`config.mk`:
```
export PLATFORM = sky130hd
export DESIGN_NAME = xge_pkt_rx_reader
export DESIGN_NICKNAME = d
export VERILOG_FILES = /design/src/rtl/xge_pkt_rx_reader.sv
export SDC_FILE = /design/constraint.sdc
export NUM_CORES = 1
export LEC_CHECK = 0
export CAP_MARGIN = 20
export CORE_MARGIN = 1.5
export CORE_UTILIZATION = 49
export CTS_BUF_LIST = sky130_fd_sc_hd__clkbuf_4 sky130_fd_sc_hd__clkbuf_8
export DETAILED_ROUTE_END_ITERATION = 12
export GPL_TIMING_DRIVEN = 0
export PLACE_DENSITY = 0.94
export SETUP_SLACK_MARGIN = 0.1
export SKIP_LAST_GASP = 1
export SYNTH_ARGS = -nofsm -noshare
export SYNTH_HDL_FRONTEND = slang
export SYNTH_SLANG_ARGS = --single-unit
export TNS_END_PERCENT = 10
```
`constraint.sdc`:
```
create_clock -name clk_156m25 -period 4.3 [get_ports clk_156m25]
set_input_delay 0.43 -clock clk_156m25 [delete_from_list [all_inputs] [get_ports clk_156m25]]
set_output_delay 0.43 -clock clk_156m25 [all_outputs]
set_load 0.02 [all_outputs]
```
`src/rtl/xge_pkt_rx_reader.sv`:
```
// MAC rx packet reader: pulls one frame per pass from the pkt_rx_* FIFO,
// checks SOP/EOP framing and length, posts a result record, counts frames.
module xge_pkt_rx_reader #(
    parameter logic [15:0] MAX_LEN = 16'd9600,
    parameter int          TIMEOUT = 16
) (
    input  logic        clk_156m25,
    input  logic        reset_156m25_n,
    input  logic        enable,
    input  logic        cnt_clr,
    input  logic        pkt_rx_avail,
    input  logic        pkt_rx_val,
    input  logic        pkt_rx_sop,
    input  logic        pkt_rx_eop,
    input  logic        pkt_rx_err,
    input  logic [2:0]  pkt_rx_mod,
    input  logic [63:0] pkt_rx_data,
    output logic        pkt_rx_ren,
    output logic        frm_valid,
    input  logic        frm_ready,
    output logic [15:0] frm_len,
    output logic        frm_err,
    output logic [63:0] frm_word0,
    output logic [31:0] cnt_good,
    output logic [31:0] cnt_bad
);

    localparam int TW = $clog2(TIMEOUT + 1);

    typedef enum logic [1:0] {
        IDLE,
        READ,
        RESULT
    } state_t;

    state_t state, state_nxt;

    logic [15:0]   len_q;
    logic          err_q;
    logic          started_q;
    logic [TW-1:0] tmr_q;
    logic [63:0]   word0_q;

    logic          word_v;
    logic          tmo_hit;
    logic          start;
    logic          enter_result;
    logic [3:0]    add;
    logic [16:0]   sum;
    logic [15:0]   len_nxt;
    logic          err_nxt;

    // Per-word length/error update, evaluated only for val words in READ
    always_comb begin
        word_v  = (state == READ) && pkt_rx_val;
        add     = (pkt_rx_eop && (pkt_rx_mod != 3'd0)) ? {1'b0, pkt_rx_mod} : 4'd8;
        sum     = {1'b0, len_q} + {13'd0, add};
        len_nxt = sum[16] ? 16'hFFFF : sum[15:0];
        tmo_hit = (state == READ) && !pkt_rx_val
                  && (tmr_q == TW'(TIMEOUT - 1));
        err_nxt = err_q;
        if (word_v) begin
            if (!started_q && !pkt_rx_sop) err_nxt = 1'b1;
            if (started_q && pkt_rx_sop)   err_nxt = 1'b1;
            if (len_nxt > MAX_LEN)         err_nxt = 1'b1;
            if (pkt_rx_eop && pkt_rx_err)  err_nxt = 1'b1;
        end
        if (tmo_hit) err_nxt = 1'b1;
    end

    always_ff @(posedge clk_156m25 or negedge reset_156m25_n) begin
        if (!reset_156m25_n) state <= IDLE;
        else                 state <= state_nxt;
    end

    // ren is killed on the eop word so the next frame is never fetched
    always_comb begin
        state_nxt  = state;
        pkt_rx_ren = 1'b0;
        frm_valid  = 1'b0;
        start      = 1'b0;
        unique case (state)
            IDLE: begin
                if (enable && pkt_rx_avail) begin
                    state_nxt = READ;
                    start     = 1'b1;
                end
            end
            READ: begin
                pkt_rx_ren = 1'b1;
                if (word_v && pkt_rx_eop) begin
                    pkt_rx_ren = 1'b0;
                    state_nxt  = RESULT;
                end else if (tmo_hit) begin
                    pkt_rx_ren = 1'b0;
                    state_nxt  = RESULT;
                end
            end
            RESULT: begin
                frm_valid = 1'b1;
                if (frm_ready) state_nxt = IDLE;
            end
            default: state_nxt = IDLE;
        endcase
    end

    assign enter_result = (state == READ) && (state_nxt == RESULT);

    always_ff @(posedge clk_156m25 or negedge reset_156m25_n) begin
        if (!reset_156m25_n) begin
            len_q     <= '0;
            err_q     <= 1'b0;
            started_q <= 1'b0;
            tmr_q     <= '0;
            word0_q   <= '0;
        end else if (start) begin
            len_q     <= '0;
            err_q     <= 1'b0;
            started_q <= 1'b0;
            tmr_q     <= '0;
        end else if (state == READ) begin
            err_q <= err_nxt;
            if (pkt_rx_val) begin
                len_q <= len_nxt;
                tmr_q <= '0;
                if (!started_q) begin
                    word0_q   <= pkt_rx_data;
                    started_q <= 1'b1;
                end
            end else begin
                tmr_q <= tmr_q + 1'b1;
            end
        end
    end

    always_ff @(posedge clk_156m25 or negedge reset_156m25_n) begin
        if (!reset_156m25_n) begin
            cnt_good <= '0;
            cnt_bad  <= '0;
        end else if (cnt_clr) begin
            cnt_good <= '0;
            cnt_bad  <= '0;
        end else if (enter_result) begin
            if (err_nxt) cnt_bad  <= cnt_bad + 32'd1;
            else         cnt_good <= cnt_good + 32'd1;
        end
    end

    assign frm_len   = len_q;
    assign frm_err   = err_q;
    assign frm_word0 = word0_q;

endmodule

```
# Word level (Yosys, flattened, before mapping)
# Cells that the tools add are included.
# word_totals
reg_bits	153
output_inout_bits	147
elab_cells	79
# op_classes
addsub	4
magnitude_cmp	1
n_eq_ne	5
n_mux	36
n_bitwise	2
n_reduce_logical	23
# ops
cell	count
two-way mux 32 bit	6
adder 32 x 1 -> 32 bit, second input constant	2
two-way mux 16 bit	4
adder 16 x 4 -> 17 bit	1
two-way mux 1 bit	17
greater-than comparator 16 x 14 -> 1 bit, second input constant	1
two-way mux 5 bit	3
logical AND 1 bit	10
two-way mux 2 bit	4
nonzero test 2 bit	4
one-hot mux 2 bit (3 select lines)	1
AND reduction 2 bit	3
adder 5 x 1 -> 5 bit, second input constant	1
== test 5 x 4 -> 1 bit, second input constant	1
== test 2 bit, second input constant	2
two-way mux 4 bit	1
AND reduction 4 bit	1
zero test 1 bit	3
nonzero test 3 bit	1
== test 2 x 1 -> 1 bit, second input constant	1
zero test 2 bit	1
inequality test 2 bit, second input constant	1
NOT 1 bit	2

# Logic depth before layout (Yosys ltp)
# depth
depth_word	13
depth_mapped	15

# Worst setup path before layout
# Ideal clock, no wire load.
# synth_timing
path_kind	input to register
startpoint	input pkt_rx_mod[0]
endpoint	register cnt_good[16]
setup_time_ps	136
arrival_ps	3439
t_required_ps	4164
path_slack_ps	725
stages	15
path_buffers	3
cell_sequence	and2_1 -> ha_1 -> fa_1 -> nand3_2 -> a21o_1 -> nor3_1 -> buf_2 -> a2111oi_0 -> o211ai_1 -> o31ai_4 -> nand3_2 -> buf_6 -> buf_2 -> o31ai_1 -> a21oi_1
# synth_via
elab_chain_len	12
# synth_lines
element	line	rtl
from (decl)	16	input logic [2:0] pkt_rx_mod,
nonzero test 3 bit	56	add = (pkt_rx_eop && (pkt_rx_mod != 3'd0)) ? {1'b0, pkt_rx_mod} : 4'd8;
logical AND 1 bit	56	
two-way mux 4 bit (*)	56	
adder 16 x 4 -> 17 bit (*)	57	sum = {1'b0, len_q} + {13'd0, add};
two-way mux 16 bit (*)	58	len_nxt = sum[16] ? 16'hFFFF : sum[15:0];
greater-than comparator 16 x 14 -> 1 bit (*)	65	if (len_nxt > MAX_LEN) err_nxt = 1'b1;
two-way mux 1 bit (*)	65	
two-way mux 1 bit (*)	66	if (pkt_rx_eop && pkt_rx_err) err_nxt = 1'b1;
two-way mux 1 bit (*)	62	if (word_v) begin
two-way mux 1 bit (*)	68	if (tmo_hit) err_nxt = 1'b1;
inequality test 2 bit (no source line) (*)	--	
AND reduction 2 bit (no source line) (*)	--	
to (signal assigned)	145	else cnt_good <= cnt_good + 32'd1;
to (decl)	24	output logic [31:0] cnt_good,
# Mark *: on every way between the ends. The rest lies on a longest branch, timed or not.
# A chain may end at the register's enable or synchronous reset.

# Final worst setup path
# layout_timing
startpoint	input pkt_rx_eop
endpoint	register cnt_good[31]
# layout_via
elab_chain_len	11
elab_cells_between_ends	18
# layout_lines
element	line	rtl
from (decl)	14	input logic pkt_rx_eop,
logical AND 1 bit	56	
two-way mux 4 bit	56	
adder 16 x 4 -> 17 bit	57	
two-way mux 16 bit	58	
greater-than comparator 16 x 14 -> 1 bit	65	
two-way mux 1 bit	65	
two-way mux 1 bit	66	
two-way mux 1 bit	62	
two-way mux 1 bit	68	
inequality test 2 bit (no source line)	--	
AND reduction 2 bit (no source line) (*)	--	
# Marked as above.

==> results.md <==
- Nets@finish: 1,055
- Max Clock Skew: 0.01465 ns
- Placer Congestion: 0.9207
- Filler instances: 1,096
- Crit path max-delay family: buffers and inverters
- Sequential element share of the synthesized area: 50.22%
- Worst rel slew slack: 36.97%
- Maximum buffer depth of the clock tree: 2
- Die Y: 127.7 um
- CP bufs+invs: 5
- DRT antenna net count: 0
- Overflow left after global routing: 0
- FF-to-FF Start: frm_len[0]$_DFFE_PN0P_
- Least-Margin Pin Slew: 0.9420 ns
- Residual DRC count: 0
- DRT Wirelength: 21,610 um
- Clk Latency, worst-skew pair: 0.46 ns
- Flop2flop setup slack: 0.45 ns
- Post-synth EDFFs: 0
- FMAX: 243.6 MHz
- Final Hold Viols: 1
- PwrDens: 504.3 nW/um^2
- Unique masters post-synth: 64
- Share of the synthesized area in the top cell type: 50.22%
- Vias in the first global route: 6,733
- IO buf count: 223
- CTS root buffer: clkbuf_8
- Total GRT Usage: 26.14%
- Count leader, synth: dfrtp_1
- Synth Flop Type: dfrtp_1
- Initial Util: 50.15%
- Die width: 127.7 um
- Critical path depth in cells: 17
- Wire per inst: 18.47 um
- Final period util: 95.46%
- RSZ-0062 raised after global routing: yes
- Detailed Routing Iterations Pass 1: 7
- Worst r2r dst: cnt_good[31]$_DFFE_PN0P_
- Layout cells sized above 1: 14.15%
- Cell taking the most area after synthesis: dfrtp_1
- Fin Hold WS: -0.002807 ns
- Via count: 6,877
- FP Rows: 45
- Layout area overhead: 39.01%
- CP max stage cell: clkdlybuf4s50_1
- Peak VDD IR: 0.2467 mV
- Worst Setup EP: cnt_good[31]$_DFFE_PN0P_
- Clk sink count: 153
- CORE AREA: 15,200 um^2
- Number of H-tree levels: 4
- Asr flop ratio synth: 100.0%
- Reg clk slew, reported paths: 0.09 ns
- Worst reg2reg path depth: 15
- CP peak stage delay: 0.52 ns
- DR iter-0 viols: 632
- Syn_nets: 808
- Setup CP Type: in2reg
- Cells after synthesis: 722
- Req. time, crit path: 4.68 ns
- Num CTS Buffers: 17
- Number of synthesis warnings: 0
- Max Cap Viol: 0
- Hold Crit Class: in2async
- Crit Path Max Fanout: 10
- Total die area: 16,320 um^2
- Nature of the critical path startpoint: input port
- I/O pins: 224
- Worst setup EP type: register
- CTS tree: done
- Vias per cell: 5.878
- Crit path time final: 4.105 ns
- Register bit total from synthesis: 153
- Mapped Area: 7624 um^2
- Status: finished, violations left
- First-pass GRT wire length: 33,710 um
- Final Total Pwr: 5.344 mW
- HPWL Detailed: 15,590 um
- Top cells by area, synth: dfrtp_1 50%, mux2_2 9.7%, a21oi_1 3.3%
- Syn Area/Cell: 10.56 um^2
- Initial antenna violation count: 0
- Largest net degree at the start of global routing: 80
- Post-synth top cells: 153 x dfrtp_1, 66 x mux2_2, 63 x nor2_1
- P_leak: 4.099 nW
- Pins Over Slew Limit: 0
- WP data arrival: 4.49 ns
- Inserted Diodes: 0
- # setup viols final: 0
- Violated checks: hold timing
- Critical path cell sequence: clkdlybuf4s50_1 -> and2_1 -> ha_1 -> fa_1 -> nand3_4 -> a21o_4 -> nor3_1 -> buf_2 -> a2111oi_2 -> o211ai_1 -> o31ai_4 -> buf_4 -> buf_4 -> nand3_2 -> buf_2 -> or3_1 -> a21oi_1
- Critical Path Source: pkt_rx_eop
sequential cells by signal, indices dropped and copies added, names as in the netlist:
register,cells
tmr_q,5
cnt_bad,32
frm_word0,64
started_q,1
frm_len,16
cnt_good,32
state,2
frm_err,1
metrics by stage:
stage	setup TNS (ns)	worst slack (ns)	instance area [um^2]	utilization [%]	cells
finish	0	0.1950	10600	69.71	1170
global route	0	0.06154	10600	69.71	1170
CTS	0	0.1308	10560	69.47	1170
detailed placement	-16.49	-0.5607	10130	66.65	1135
global placement	-532.12	-3.391	10090	66.38	1133
floorplan	0	0.7248	7624	-	722
how the worst min path moves through the flow:
stage / from / end / slack (ns) / cells past startpoint
2_1_floorplan: reset_156m25_n / cnt_bad[0]$_DFFE_PN0P_ / 0.13 / 0
3_3_place_gp: frm_word0[48]$_DFFE_PN0P_ / frm_word0[48]$_DFFE_PN0P_ / 0.49 / 1
3_5_place_dp: frm_word0[60]$_DFFE_PN0P_ / frm_word0[60]$_DFFE_PN0P_ / 0.49 / 1
4_1_cts: reset_156m25_n / cnt_good[28]$_DFFE_PN0P_ / 0.02 / 1
5_1_grt: reset_156m25_n / cnt_good[28]$_DFFE_PN0P_ / 0.05 / 1
6_report: reset_156m25_n / cnt_good[28]$_DFFE_PN0P_ / -0.003 / 1
kinds of logic after synthesis:
| kind of cell | share of synthesized area (%) |
|---|---|
| buffers and inverters | 3.003 |
| flip-flops | 50.22 |
| adder cells (fa/ha/maj) | 1.576 |
| multiplexers | 10.03 |
| AND/OR/NAND/NOR | 16.36 |
| AO/OA/AOI/OAI | 14.56 |
| XOR/XNOR | 4.251 |
layout by cell type, fill, tap and decap left out, types with 20 or more instances in the layout:
cell	instances
a21oi_1	51
clkbuf_1	26
clkdlybuf4s50_1	222
dfrtp_1	153
mux2_2	66
nand2_1	50
nand4_1	20
nor2_1	62
xnor2_1	28
per-layer routing:
metal	vias to the layer above	global-route usage, %	wire length [um]
met5	-	0	0
met4	0	10.18	576
met3	56	6.970	1713
met2	349	45.35	10880
met1	3340	31.03	8447
li1	3132	-	-
cell type report:
| class | count | area [um^2] | share of cell area, % |
|---|---|---|---|
| Buffer | 37 | 161.4 | 1.523 |
| Clock buffer | 21 | 276.5 | 2.609 |
| Clock inverter | 11 | 120.1 | 1.133 |
| Inverter | 18 | 67.56 | 0.6375 |
| Multi-Input combinational cell | 514 | 3617 | 34.13 |
| Sequential cell | 153 | 3829 | 36.13 |
| Tap cell | 188 | 235.2 | 2.220 |
| Timing Repair Buffer | 228 | 2291 | 21.62 |
where the power goes:
group / leakage (nW) / total (mW) / switching, mW / internal [mW]
logic: 1.91 / 2.18 / 1.10 / 1.09
registers: 1.99 / 2.05 / 0.244 / 1.81
clock network: 0.199 / 1.11 / 0.551 / 0.559
what timing repair did:
item                       in CTS  in global routing
resized for setup               2                  8
setup endpoints to repair      18                 55
gates cloned                    0                  0
pin swaps                       1                  1
setup buffers                   3                  0
hold endpoints to repair        0                  0
hold buffers                    0                  0
(Power assumes the default switching activity.)
